**src/rtl/alu_uart_ctrl.sv**
```systemverilog
// Frame sequencer between a UART receiver/transmitter pair and a combinational ALU.
// It collects A, B and an opcode byte, holds them on the ALU inputs and sends the result back.
//
// state     | meaning
// WAIT_A    | idle; the next byte is operand A (no timeout)
// WAIT_B    | the next byte is operand B; inter-byte timeout armed
// WAIT_OP   | the next byte is the opcode; inter-byte timeout armed
// EXEC      | one cycle; capture the ALU result into tx_data
// SEND      | one cycle; tx_start is high
// WAIT_TX   | waiting for tx_done from the transmitter (no timeout)

module alu_uart_ctrl #(
   parameter int DATA_LENGTH    = 8,
   parameter int OP_LENGTH      = 6,
   parameter int TIMEOUT_CYCLES = 50_000_000
) (
   input  logic                   clk,
   input  logic                   reset_n,
   input  logic                   rx_done,
   input  logic [DATA_LENGTH-1:0] rx_data,
   input  logic                   tx_done,
   output logic [DATA_LENGTH-1:0] A,
   output logic [DATA_LENGTH-1:0] B,
   output logic [OP_LENGTH-1:0]   Op_code,
   input  logic [DATA_LENGTH-1:0] Resultado,
   output logic                   tx_start,
   output logic [DATA_LENGTH-1:0] tx_data,
   output logic                   busy,
   output logic                   frame_err,
   output logic                   rx_overrun
);

   localparam int CNT_W = $clog2(TIMEOUT_CYCLES);
   localparam logic [CNT_W-1:0] CNT_LAST = CNT_W'(TIMEOUT_CYCLES - 1);

   typedef enum logic [2:0] {
      S_WAIT_A, S_WAIT_B, S_WAIT_OP, S_EXEC, S_SEND, S_WAIT_TX
   } state_t;

   state_t           state, state_nxt;
   logic [CNT_W-1:0] cnt, cnt_nxt;
   logic             cap_a, cap_b, cap_op, cap_tx;
   logic             timeout, overrun;

   always_ff @(posedge clk or negedge reset_n) begin
      if (!reset_n) state <= S_WAIT_A;
      else          state <= state_nxt;
   end

   always_comb begin
      state_nxt = state;
      cnt_nxt   = '0;
      cap_a     = 1'b0;
      cap_b     = 1'b0;
      cap_op    = 1'b0;
      cap_tx    = 1'b0;
      timeout   = 1'b0;
      overrun   = 1'b0;
      case (state)
         S_WAIT_A: begin
            if (rx_done) begin
               cap_a     = 1'b1;
               state_nxt = S_WAIT_B;
            end
         end
         S_WAIT_B, S_WAIT_OP: begin
            // an arriving byte wins over a simultaneous expiry
            if (rx_done) begin
               cap_b     = (state == S_WAIT_B);
               cap_op    = (state == S_WAIT_OP);
               state_nxt = (state == S_WAIT_B) ? S_WAIT_OP : S_EXEC;
            end else if (cnt == CNT_LAST) begin
               timeout   = 1'b1;
               state_nxt = S_WAIT_A;
            end else begin
               cnt_nxt = cnt + CNT_W'(1);
            end
         end
         S_EXEC: begin
            cap_tx    = 1'b1;
            overrun   = rx_done;
            state_nxt = S_SEND;
         end
         S_SEND: begin
            overrun   = rx_done;
            state_nxt = S_WAIT_TX;
         end
         S_WAIT_TX: begin
            overrun = rx_done;
            if (tx_done) state_nxt = S_WAIT_A;
         end
         default: state_nxt = S_WAIT_A;
      endcase
   end

   always_ff @(posedge clk or negedge reset_n) begin
      if (!reset_n) begin
         cnt        <= '0;
         A          <= '0;
         B          <= '0;
         Op_code    <= '0;
         tx_data    <= '0;
         tx_start   <= 1'b0;
         busy       <= 1'b0;
         frame_err  <= 1'b0;
         rx_overrun <= 1'b0;
      end else begin
         cnt <= cnt_nxt;
         if (cap_a)  A       <= rx_data;
         if (cap_b)  B       <= rx_data;
         if (cap_op) Op_code <= rx_data[OP_LENGTH-1:0];
         if (cap_tx) tx_data <= Resultado;
         tx_start   <= (state_nxt == S_SEND);
         busy       <= (state_nxt == S_EXEC) || (state_nxt == S_SEND) || (state_nxt == S_WAIT_TX);
         frame_err  <= timeout;
         rx_overrun <= overrun;
      end
   end

endmodule

```
**config.mk**
```make
export PLATFORM = sky130hd
export DESIGN_NAME = alu_uart_ctrl
export DESIGN_NICKNAME = d
export VERILOG_FILES = /design/src/rtl/alu_uart_ctrl.sv
export SDC_FILE = /design/constraint.sdc
export NUM_CORES = 1
export LEC_CHECK = 0
export CAP_MARGIN = 5
export CORE_UTILIZATION = 55
export DETAILED_ROUTE_END_ITERATION = 8
export GPL_TIMING_DRIVEN = 1
export PLACE_DENSITY = 0.94
export SLEW_MARGIN = 20
export SYNTH_ARGS = -nofsm -noshare
export SYNTH_HDL_FRONTEND = slang
export SYNTH_SLANG_ARGS = --single-unit
```
**constraint.sdc**
```tcl
create_clock -name clk -period 3.7 [get_ports clk]
set_clock_uncertainty 0.05 [all_clocks]
set_input_delay 0.37 -clock clk [delete_from_list [all_inputs] [get_ports clk]]
set_output_delay 0.37 -clock clk [all_outputs]
set_load 0.005 [all_outputs]
```
# [Word level (Yosys, flattened, before mapping)]
# Cells that the tools add are included.
# Widths: inputs -> output; s select.
[totals] ff_bits=63 in_bits=20 output_inout_bits=34 word_cells=45
[classes] add_sub_neg=1 eq_ne=9 muxes=20 n_reduce_logical=5
[ops] operator="$mux 26" count=3
[ops] operator="$add 26x1->26 const B" count=1
[ops] operator="$eq 26x26->1 const B" count=1
[ops] operator="$pmux 3 s5" count=1
[ops] operator="$eq 3x3->1 const B" count=4
[ops] operator="$mux 1" count=12
[ops] operator="$mux 3" count=4
[ops] operator="$eq 3x2->1 const B" count=3
[ops] operator="$eq 3x1->1 const B" count=1
[ops] operator="$logic_not 3->1" count=1
[ops] operator="$reduce_or 3->1" count=1
[ops] operator="$logic_or 1x1->1" count=2
[ops] operator="$reduce_or 2->1" count=1

# [Longest topological paths before layout]
[logic_depth] ltp_word=7 ltp_mapped=7

# [Worst setup path after synthesis]
# No wires, ideal clock.
[synth_timing] path_type="reg2reg" from="register cnt[0]" to="register cnt[24]" setup_ns=0.077 t_arrival_ns=1.768 required_time_ns=3.573 setup_slack_ns=1.805 stages_incl_launch_ff=8 n_path_buf=2 synth_period_minus_slack_ns=1.895 cell_sequence="dfrtp_1 -> ha_1 -> and4_1 -> buf_2 -> nand4_1 -> clkbuf_1 -> or4_1 -> a21oi_1"
[synth_via] elab_chain_len=4
[synth_lines] item="start: declaration" line="41" rtl="logic [CNT_W-1:0] cnt, cnt_nxt;"
[synth_lines] item="start signal: assignment" line="108" rtl="cnt <= cnt_nxt;"
[synth_lines] item="$add 26x1->26 or $eq 26x26->1 (tied branches)" line="76, 72"
[synth_lines] item="$mux 26 *" line="72" rtl="end else if (cnt == CNT_LAST) begin"
[synth_lines] item="$mux 26 *" line="68" rtl="if (rx_done) begin"
[synth_lines] item="$mux 26 *" line="59" rtl="case (state)"
[synth_lines] item="named net cnt_nxt[24]" line="41"
# The timed path passes the listed nets; every way through them passes the cells marked *.
# A chain may end at the register's enable or synchronous reset.

# [Worst setup path in the final report]
# Same ends and word-level chain as after synthesis.

==> results.env <==
FINAL-SETUP-VIOL-COUNT=0
REGISTER_BIT_COUNT_REPORTED_BY_YOSYS=63
DRT-TOTAL-WL_MM=6.33
FLOORPLAN.DIE.WIDTH_UM=73.2
PERIOD_SHARE=0.594
FINAL_CRITICAL_PATH_SETUP_SLACK_NS=1.50
WORST_SLEW_MARGIN_REL=0.400
GRT_ANTENNA_BEFORE_REPAIR=0
GRT_USAGE=0.260
NUMCTSBUFFERS=9
POST-ROUTE-MIN-PERIOD_NS=2.20
WORST_EP_REQUIRED_TIME_NS=3.91
POST_PLACE_SETUP_SLACK_NS=1.49
CTS_ROOT_BUF='sky130_fd_sc_hd__clkbuf_8'
TRITONCTS='built'
TIMING.CRITICAL_PATH.TO_TYPE='flip-flop'
DESIGN.PORTCOUNT=54
PLACE.PORT_BUFFERS=53
ASYNC_SET_OR_RESET_REGISTER_RATIO_AFTER_SYNTHESIS=1.00
SYN-MEAN-INSTANCE-AREA_UM2=11.2
FIN_CELLS=380
FILLERS=301
USE_MET3=0.0732
IRDROPWORSTVDD_V=0.000403
YS_TYPES=43
FMAX_GHz=0.455
CTS.HOLD.BUFFERS_ADDED=0
GRT_PASS1_VIAS=2163
YS.FLOP_TYPE='sky130_fd_sc_hd__dfrtp_1'
UTILIZATION=0.757
SYNTH_COMMONEST_CELLS='sky130_fd_sc_hd__dfrtp_1, sky130_fd_sc_hd__nand2_1, sky130_fd_sc_hd__mux2_2, sky130_fd_sc_hd__nor2_1, sky130_fd_sc_hd__a21oi_1'
HOLD_PATH.CLASS='input port to asynchronous set/reset pin'
GRT_MAX_DEGREE=43
PLACE.DETAILED.HPWL_MM=4.47
ARRIVAL_TIME_AT_THE_WORST_ENDPOINT_NS=2.41
FINAL_ANTENNA_NET_COUNT=0
WORST_SETUP_PATH_STARTPOINT='cnt[0]'
VIAS=2176
SYNTH.TOP_CELL.AREA_SHARE=0.565
SYNTH-EDFF-COUNT=0
CTS-RESIZED-GATES=0
PLACE_INST=364
STD_CELL_ROWS=25
INSERTION_DELAY_NS=0.34
POST-ROUTE-DRC-COUNT=0
SYNTHDOMINANTAREACELLTYPE='sky130_fd_sc_hd__dfrtp_1'
TIMING_WORST_SLEW_PIN_VALUE_NS=0.899
GRT_OVERFLOW_TOTAL=0
YOSYS-TOP-CELLS-AREA='sky130_fd_sc_hd__dfrtp_1, sky130_fd_sc_hd__mux2_2, sky130_fd_sc_hd__nand2_1'
CTS.PATH.MAX_BUFFERS=2
SHARE_OF_FINAL_LAYOUT_STANDARD_CELLS_STRONGER_THAN_DRIVE_STRENGTH_1=0.176
SYNTH.CELL_AREA_UM2=2790
PLACE_AREA_UM2=3380
CORE_REGION_AREA_UM2=4790
DIE-AREA_UM2=5360
DETAIL_ROUTE.FIRST_PASS.ITERATIONS=5
TOTAL_OF_MAX_CAP_VIOLATIONS=0
PATH_CLASS='flip-flop to flip-flop'
FINAL_HOLD_VIOL_COUNT=0
FLOORPLAN.INITIALDENSITY=0.583
INITIALDRTVIOLATIONCOUNT=222
NUM_ANTENNA_CELLS=0
SETUP_REPAIR_AFTER_GLOBAL_ROUTING_MISSED_ITS_MARGIN='no'
WORST-PATH-MAX-FANOUT=11
WL_PER_CELL_UM=16.7
CTS.REPORTEDPATHS.CLKPINSLEW_NS=0.07
FIRST_PASS_GRT_WIRE_LENGTH_MM=10.3
VIAS_PER_CELL=5.73
TOTAL_POWER_mW=2.54
POWER.DENSITY_CELL_AREA_nW_PER_UM2=701
REPORT.FINAL.SLEW_VIOL_COUNT=0
NUM-NETS-FINAL=329
FINAL_DESIGN_AREA_NO_FILL_UM2=3620
SYNTH.NET_COUNT=271
GLOBALROUTE.BUSIESTLAYER='met2'
STARTPOINT_TYPE='flip-flop'
CTS.SINKS=63
GP_CONGESTION=0.813
TIMING.HOLD.WS_NS=0.109
GRT_USE_MET1=0.313
GRT_UTIL_MET2=0.453
SYNTH.MOST_COMMON_CELL='sky130_fd_sc_hd__dfrtp_1'
TIMING.SETUP.TNS_NS=0
CTS_SETUP_BUFFERS=0
LAYOUT-AREA-OVERHEAD-VS-SYNTH_PCT=29.9
DIEHEIGHT_UM=73.2
SYNTH-SEQ-AREA-SHARE=0.565
OUTCOME='complete, no violations'
CTS-HTREE-LEVELS=3
CRITICAL_PATH.REG2REG.STARTPOINT='cnt[0]'
CELL_COUNT_AFTER_SYNTHESIS=250
P_LEAK_nW=1.48
YOSYSWARNINGCOUNT=0
[flip-flops by register name (all words and copies together) (netlist names)]
signal      cells
B               8
rx_overrun      1
state           3
tx_data         8
Op_code         6
cnt            26
busy            1
tx_start        1
frame_err       1
A               8
[power breakdown]
part / internal, mW / total (mW) / switching [mW]
Sequential: 0.887 / 1.02 / 0.129
Combinational: 0.497 / 0.800 / 0.304
Clock: 0.466 / 0.724 / 0.258
Total: 1.85 / 2.54 / 0.690
[cells by family after synthesis]
logic type      Yosys count  synth area share
xor+xnor                 12            0.0377
compound gates           32            0.0740
mux                      22            0.0888
buf+inv                  15            0.0242
flops                    63             0.565
simple gates            105             0.205
fa+ha+maj                 1           0.00449
[final timing paths]
path	slack [ns]	to	cells past startpoint
worst min register to register	0.45	tx_data[5]	2
max in group asynchronous	2.67	cnt[24]	2
min in group clk	0.45	tx_data[5]	2
worst max register to register	1.50	cnt[24]	5
worst max-delay path	1.50	cnt[24]	5
worst min-delay path	0.11	cnt[21]	1
[layout make-up]
cell class              instances  area [um^2]  share of cell area
multi-input cells             172         1140               0.316
repair buffers                 56          548               0.151
clock inverters                 5          105              0.0290
clock buffers                  11          141              0.0390
inverters                       6         22.5             0.00622
well taps                      67         83.8              0.0231
flip-flops and latches         63         1580               0.435
[placed cells by master, fill, tap and decap left out, types with 3 or more instances in the layout]
cell type                          n
sky130_fd_sc_hd__or4_1             5
sky130_fd_sc_hd__inv_1             6
sky130_fd_sc_hd__bufinv_16         3
sky130_fd_sc_hd__o21ai_0           5
sky130_fd_sc_hd__nand2_1          32
sky130_fd_sc_hd__buf_4             3
sky130_fd_sc_hd__mux2_2           22
sky130_fd_sc_hd__nand4_1           5
sky130_fd_sc_hd__xor2_1            6
sky130_fd_sc_hd__nand2b_1          4
sky130_fd_sc_hd__clkdlybuf4s50_1  52
sky130_fd_sc_hd__nor2_1           19
sky130_fd_sc_hd__dfrtp_1          63
sky130_fd_sc_hd__a21oi_1          13
sky130_fd_sc_hd__o31ai_1           7
sky130_fd_sc_hd__or3_1             7
sky130_fd_sc_hd__nand3_1           9
sky130_fd_sc_hd__clkbuf_8         10
sky130_fd_sc_hd__xnor2_1           6
[layer usage]
metal	wire length, um	share of wire	vias up
met5	0	0	-
met4	108	0.017	0
met3	310	0.049	10
met2	3320	0.52	72
met1	2590	0.41	1080
li1	-	-	1014
[worst max-delay path, stage by stage, from the launching register on]
cell and delay [ns]:
sky130_fd_sc_hd__dfrtp_1 0.40, sky130_fd_sc_hd__ha_1 0.23, sky130_fd_sc_hd__and4_1 0.34, sky130_fd_sc_hd__nand4_1 0.38
sky130_fd_sc_hd__or4_1 0.58, sky130_fd_sc_hd__a21oi_1 0.15
No activity file was read; power rests on OpenSTA's default activity.
